$ cat src/rtl/lc3b_types.sv
// Shared LC-3b memory-side types for the L2 writeback path: word, line,
// line tag and the memory-port state encoding.
package lc3b_types;
  localparam int unsigned TAG_W = 11;

  typedef logic [15:0]      lc3b_word;
  typedef logic [255:0]     lc3b_full_chunk;
  typedef logic [TAG_W-1:0] lc3b_tag;

  typedef enum logic [1:0] {
    P_IDLE  = 2'd0,
    P_READ  = 2'd1,
    P_WRITE = 2'd2
  } port_state_e;

  // Rebuild a line-aligned byte address from a line tag.
  function automatic lc3b_word line_addr(input lc3b_tag tag);
    return {tag, 5'b00000};
  endfunction
endpackage

$ cat src/rtl/wb_entry.sv
// Single writeback entry: valid/tag/data storage plus the fill-hit comparator.
// The payload is frozen while valid so a pending drain can never be corrupted.
module wb_entry
  import lc3b_types::*;
(
  input  logic           clk,
  input  logic           reset_n,
  input  logic           capture,
  input  logic           clear,
  input  lc3b_tag        capture_tag,
  input  lc3b_full_chunk capture_data,
  input  lc3b_tag        lookup_tag,
  output logic           valid,
  output lc3b_tag        tag,
  output lc3b_full_chunk data,
  output logic           hit
);

  logic           valid_r;
  lc3b_tag        tag_r;
  lc3b_full_chunk data_r;
  logic           load_s;

  assign load_s = capture && !valid_r;

  // Entry storage: valid set on capture, cleared on drain; payload loads only when empty.
  always_ff @(posedge clk or negedge reset_n) begin
    if (!reset_n) begin
      valid_r <= 1'b0;
      tag_r   <= {TAG_W{1'b0}};
      data_r  <= 256'h0;
    end else begin
      if (clear) begin
        valid_r <= 1'b0;
      end else if (load_s) begin
        valid_r <= 1'b1;
      end else begin
        valid_r <= valid_r;
      end
      if (load_s) begin
        tag_r  <= capture_tag;
        data_r <= capture_data;
      end else begin
        tag_r  <= tag_r;
        data_r <= data_r;
      end
    end
  end

  assign valid = valid_r;
  assign tag   = tag_r;
  assign data  = data_r;
  assign hit   = valid_r && (tag_r == lookup_tag);

endmodule

$ cat src/rtl/l2_writeback_buffer.sv
// One-line victim buffer between L2 and physical memory. Fill hits are served
// from the buffer in the same cycle; misses take priority over draining.
module l2_writeback_buffer
  import lc3b_types::*;
(
  input  logic           clk,
  input  logic           reset_n,
  input  logic           evict_valid,
  input  lc3b_word       evict_addr,
  input  lc3b_full_chunk evict_data,
  output logic           evict_ready,
  input  logic           fill_req,
  input  lc3b_word       fill_addr,
  output logic           fill_resp,
  output lc3b_full_chunk fill_rdata,
  output logic           pmem_read,
  output logic           pmem_write,
  output lc3b_word       pmem_address,
  output lc3b_full_chunk pmem_wdata,
  input  lc3b_full_chunk pmem_rdata,
  input  logic           pmem_resp
);

  port_state_e    state_r;
  port_state_e    state_next_s;
  logic           valid_s;
  logic           hit_s;
  logic           clear_s;
  lc3b_tag        tag_s;
  lc3b_full_chunk data_s;
  logic           unused_addr_bits_s;

  // Offset bits within a line carry no meaning for this buffer.
  assign unused_addr_bits_s = ^{evict_addr[4:0], fill_addr[4:0]};

  assign clear_s     = (state_r == P_WRITE) && pmem_resp;
  assign evict_ready = ~valid_s;

  wb_entry u_entry (
    .clk          (clk),
    .reset_n      (reset_n),
    .capture      (evict_valid),
    .clear        (clear_s),
    .capture_tag  (evict_addr[15:5]),
    .capture_data (evict_data),
    .lookup_tag   (fill_addr[15:5]),
    .valid        (valid_s),
    .tag          (tag_s),
    .data         (data_s),
    .hit          (hit_s)
  );

  // Port state register; reset abandons any in-flight memory transaction.
  always_ff @(posedge clk or negedge reset_n) begin
    if (!reset_n) begin
      state_r <= P_IDLE;
    end else begin
      state_r <= state_next_s;
    end
  end

  // Next-state and port outputs; pmem commands depend on state only.
  always_comb begin
    state_next_s = state_r;
    pmem_read    = 1'b0;
    pmem_write   = 1'b0;
    pmem_address = 16'h0000;
    pmem_wdata   = 256'h0;
    fill_resp    = 1'b0;
    fill_rdata   = 256'h0;
    case (state_r)
      P_IDLE: begin
        if (fill_req && hit_s) begin
          fill_resp  = 1'b1;
          fill_rdata = data_s;
        end else if (fill_req) begin
          state_next_s = P_READ;
        end else if (valid_s) begin
          state_next_s = P_WRITE;
        end else begin
          state_next_s = P_IDLE;
        end
      end
      P_READ: begin
        pmem_read    = 1'b1;
        pmem_address = line_addr(fill_addr[15:5]);
        if (pmem_resp) begin
          fill_resp    = 1'b1;
          fill_rdata   = pmem_rdata;
          state_next_s = P_IDLE;
        end else begin
          state_next_s = P_READ;
        end
      end
      P_WRITE: begin
        pmem_write   = 1'b1;
        pmem_address = line_addr(tag_s);
        pmem_wdata   = data_s;
        if (pmem_resp) begin
          state_next_s = P_IDLE;
        end else begin
          state_next_s = P_WRITE;
        end
      end
      default: begin
        state_next_s = P_IDLE;
      end
    endcase
  end

endmodule

$ cat config.mk
export PLATFORM = sky130hd
export DESIGN_NAME = l2_writeback_buffer
export DESIGN_NICKNAME = d
export VERILOG_FILES = /design/src/rtl/lc3b_types.sv /design/src/rtl/wb_entry.sv /design/src/rtl/l2_writeback_buffer.sv
export SDC_FILE = /design/constraint.sdc
export NUM_CORES = 1
export LEC_CHECK = 0
export CORE_AREA = 3 3 424 426
export CTS_BUF_LIST = sky130_fd_sc_hd__clkbuf_8
export CTS_CLUSTER_DIAMETER = 30
export DETAILED_ROUTE_END_ITERATION = 12
export DIE_AREA = 0 0 427 429
export DONT_BUFFER_PORTS = 1
export GPL_TIMING_DRIVEN = 0
export REMOVE_ABC_BUFFERS = 1
export SKIP_LAST_GASP = 1
export SYNTH_ARGS = -nofsm -noshare
export SYNTH_HDL_FRONTEND = slang
export SYNTH_SLANG_ARGS = --single-unit
export TNS_END_PERCENT = 5
$ cat constraint.sdc
create_clock -name clk -period 4.7 [get_ports clk]
set_input_delay 0.235 -clock clk [delete_from_list [all_inputs] [get_ports clk]]
set_output_delay 0.235 -clock clk [all_outputs]
set_load 0.02 [all_outputs]
==> reports/qor.csv <==
stage,metric,value,unit
layout,multiInputGateArea,7310,sq um
die,core_area,176000,sq um
yosys,synth_area_leaders,"dfrtp_1 (46%), mux2_2 (21%), a22o_1 (15%), and2_1 (11%), clkbuf_1 (1.8%)",
global_routing,antenna_found_initial,135,
outcome,violations,"hold timing, slew limit",
drt,drt_iter0_drc,1034,
hold_path,min_path_type,in2async,
clocking,cts-root-buf,clkbuf_8,
yosys,synth.most_common_cell,dfrtp_1,
global_routing,grt.overflow.total,0,
setup_path,r2r_slack,1.37,ns
clocking,cts_tree,done,
layout,area_growth,64.5,%
layout,drive_gt1_share,28.6,%
yosys,yosys_warnings,0,
timing,finalCritPeriodShare,91.8,%
yosys,yosysTopAreaCellShare,46.3,%
timing,slew_headroom,-12.8,%
global_routing,grt_first_pass_wirelength,172000,um
power,powerDensity,682,nW/um^2
timing,whs,-0.848,ns
placed_design,gp_congestion,0.975,
timing,final-max-slew-violation-count,85,
clocking,clock-sinks,270,
yosys,synth_edf_count,0,
timing,fmax,232,MHz
clocking,clk_latency,0.85,ns
die,fp-row-count,154,
setup_path,crit_fanout,13,
timing,setup_viol,0,
setup_path,reg2reg_from,u_entry.valid$_DFFE_PN0P_,
power,p_leak,9.25,nW
setup_path,worstReg2RegEnd,u_entry.data[232]$_DFFE_PN0P_,
setup_path,required,4.47,ns
global_routing,use_met1,13.5,%
die,fp.dieH,429,um
setup_path,crit_type,reg2out,
timing,rsz0062_at_grt,no,
placed_design,dp_slack,0.772,ns
drt,vias_per_cell,3.38,
die,dieArea,183000,sq um
global_routing,busiest_layer,met2,
global_routing,grt_pass1_vias,14200,
yosys,ys_async_sr_fraction,100,%
die,io-pin-count,1081,
setup_path,cp.arrival,4.08,ns
layout,fillCellCount,19900,
clocking,clockBufferDepth,3,
yosys,ys_ff_latch,270,
global_routing,grt.met2_usage,23.7,%
clocking,postCtsSetupRepairBufs,0,
yosys,synth_area,14600,sq um
clocking,ctsHoldBuffers,373,
layout,seqCellArea,6760,sq um
power,clkPwrFrac,30.3,%
setup_path,start_kind,register,
layout,nets,2190,
drt,wl_per_cell,34.4,um
timing,fin_crit,4.31,ns
clocking,clk_pin_slew,0.05,ns
timing,tightest_slew,1.69,ns
power,ir_drop,0.366,mV
placed_design,hpwl,118000,um
yosys,postSynthCellCount,1232,
timing,fin_tns_setup,0,ns
drt,remaining_drc_errors,0,
clocking,cts_max_level,3,
yosys,yosysSeqAreaShare,46.3,%
power,switching_share,43.1,%
drt,wl,141000,um
setup_path,crit_path_end_kind,output port,
power,p_seq_share,28.0,%
outcome,status,finished with violations,
yosys,synthFlopType,dfrtp_1,
power,power_switching,7.06,mW
yosys,ys_top_cells_by_count,"dfrtp_1 (270), mux2_2 (269), and2_1 (257), a22o_1 (256), clkbuf_1 (69)",
clocking,cts_buffers,112,
timing,hold_viol,270,
timing,layout_setup_ws,0.387,ns
placed_design,dpl_cell_area,17700,sq um
yosys,yosysUniqueCellTypes,21,
power,combPwrFrac,41.7,%
drt,dr.pass1.iters,5,
global_routing,grt_use_total,14.8,%
die,initial_core_util,8.28,%
drt,detail-route-antenna-nets,0,
global_routing,grt_max_degree,271,
yosys,avgSynthCellArea,11.8,sq um
drt,vias,13900,
timing,skew,0.0582,ns
yosys,yosysTopAreaCell,dfrtp_1,
run,drv_cap,0,
power,internal-power,9.31,mW
global_routing,grt.met3_usage,13.0,%
placed_design,io_buffers,0,
layout,final_util,13.6,%
die,die_x,427,um
layout,fin_area,24000,sq um
setup_path,r2r_cells,7,
## per-layer routing
| metal | wire length (um) | vias up |
|---|---|---|
| met4 | 5780 | 86 |
| met1 | 43300 | 6963 |
| met3 | 27000 | 376 |
| met5 | 598 | - |
| li1 | - | 5378 |
| met2 | 64500 | 1057 |
## layout by cell type (no fill, tap or decap), drive strengths merged, types with 3 or more instances in the layout
| cell | instances |
|---|---|
| a22o | 256 |
| ha | 4 |
| bufinv | 8 |
| clkbuf | 139 |
| clkinv | 31 |
| conb | 5 |
| dfrtp | 270 |
| nor2b | 12 |
| xnor2 | 11 |
| dlygate4sd3 | 373 |
| mux2 | 269 |
| nand4 | 3 |
| buf | 38 |
| a22oi | 12 |
| diode | 31 |
| inv | 33 |
| and2 | 257 |
## area by class of cell
class                           instances  share of cell area, %
Multi-Input combinational cell        838                   30.5
Sequential cell                       270                   28.2
Timing Repair Buffer                  411                   18.3
Tap cell                             2340                   12.2
Clock buffer                          139                   7.97
Clock inverter                         68                   2.52
Antenna cell                           31                  0.323
Inverter                                4                 0.0626
## power by group through the flow
stage	registers (mW)	logic (mW)	clock network [mW]
CTS	4.56	6.91	5.16
finish	4.59	6.83	4.96
detailed placement	4.57	5.95	0
global route	4.75	7.25	5.27
floorplan	4.13	4.17	0
global placement	4.48	5.70	0
## repair_timing
| action | CTS | global route |
|---|---|---|
| endpoints found under the hold margin | 540 | 270 |
| endpoints found under the setup margin | 20 | 3 |
| pin swaps | 0 | 2 |
| resized for setup | 1 | 0 |
## metrics by stage
stage	power, mW	instances
after floorplan	8.30	1112
after global placement	10.2	3452
after detailed placement	10.5	3490
after CTS	16.6	4070
after global routing	17.3	4076
final	16.4	4101
## how the worst max path moves through the flow
stage / start / end / cells past startpoint
2_1_floorplan: u_entry.valid$_DFFE_PN0P_ / u_entry.data[0]$_DFFE_PN0P_ / 2
3_3_place_gp: u_entry.valid$_DFFE_PN0P_ / u_entry.data[183]$_DFFE_PN0P_ / 2
3_5_place_dp: state_r[1]$_DFFE_PN0P_ / fill_rdata[232] / 6
4_1_cts: state_r[0]$_DFFE_PN0P_ / fill_rdata[197] / 12
5_1_grt: state_r[0]$_DFFE_PN0P_ / fill_rdata[197] / 12
6_report: state_r[0]$_DFFE_PN0P_ / fill_rdata[197] / 12
## critical path, cell delays in order (launching register included)
cell and delay [ns]:
dfrtp_1 0.41, inv_1 0.14, ha_1 0.21, nand4_1 0.35, nor4_4 0.42, buf_6 0.24, buf_6 0.19, buf_6 0.17
buf_8 0.16, buf_6 0.19, buf_6 0.20, buf_8 0.16, a22o_1 0.39
## flip-flops by register name, summed over array words and instances, names as in the netlist
signal,cells
u_entry.data,256
u_entry.tag,11
state_r,2
u_entry.valid,1
## cells by family (layout without fill, tap and decap cells)
logic type | after synthesis | count (layout) | share of synthesized area [%]
DFF | 270 | 270 | 46.3
buffers and inverters | 128 | 622 | 3.83
AOI/OAI and AO/OA | 270 | 270 | 16.1
muxes | 269 | 269 | 20.8
adders and majority gates | 4 | 4 | 0.343
other | 1 | 36 | 0.0257
xor gates and xnor gates | 11 | 11 | 0.660
and+or+nand+nor | 279 | 279 | 12.0
(Power assumes the default switching activity.)
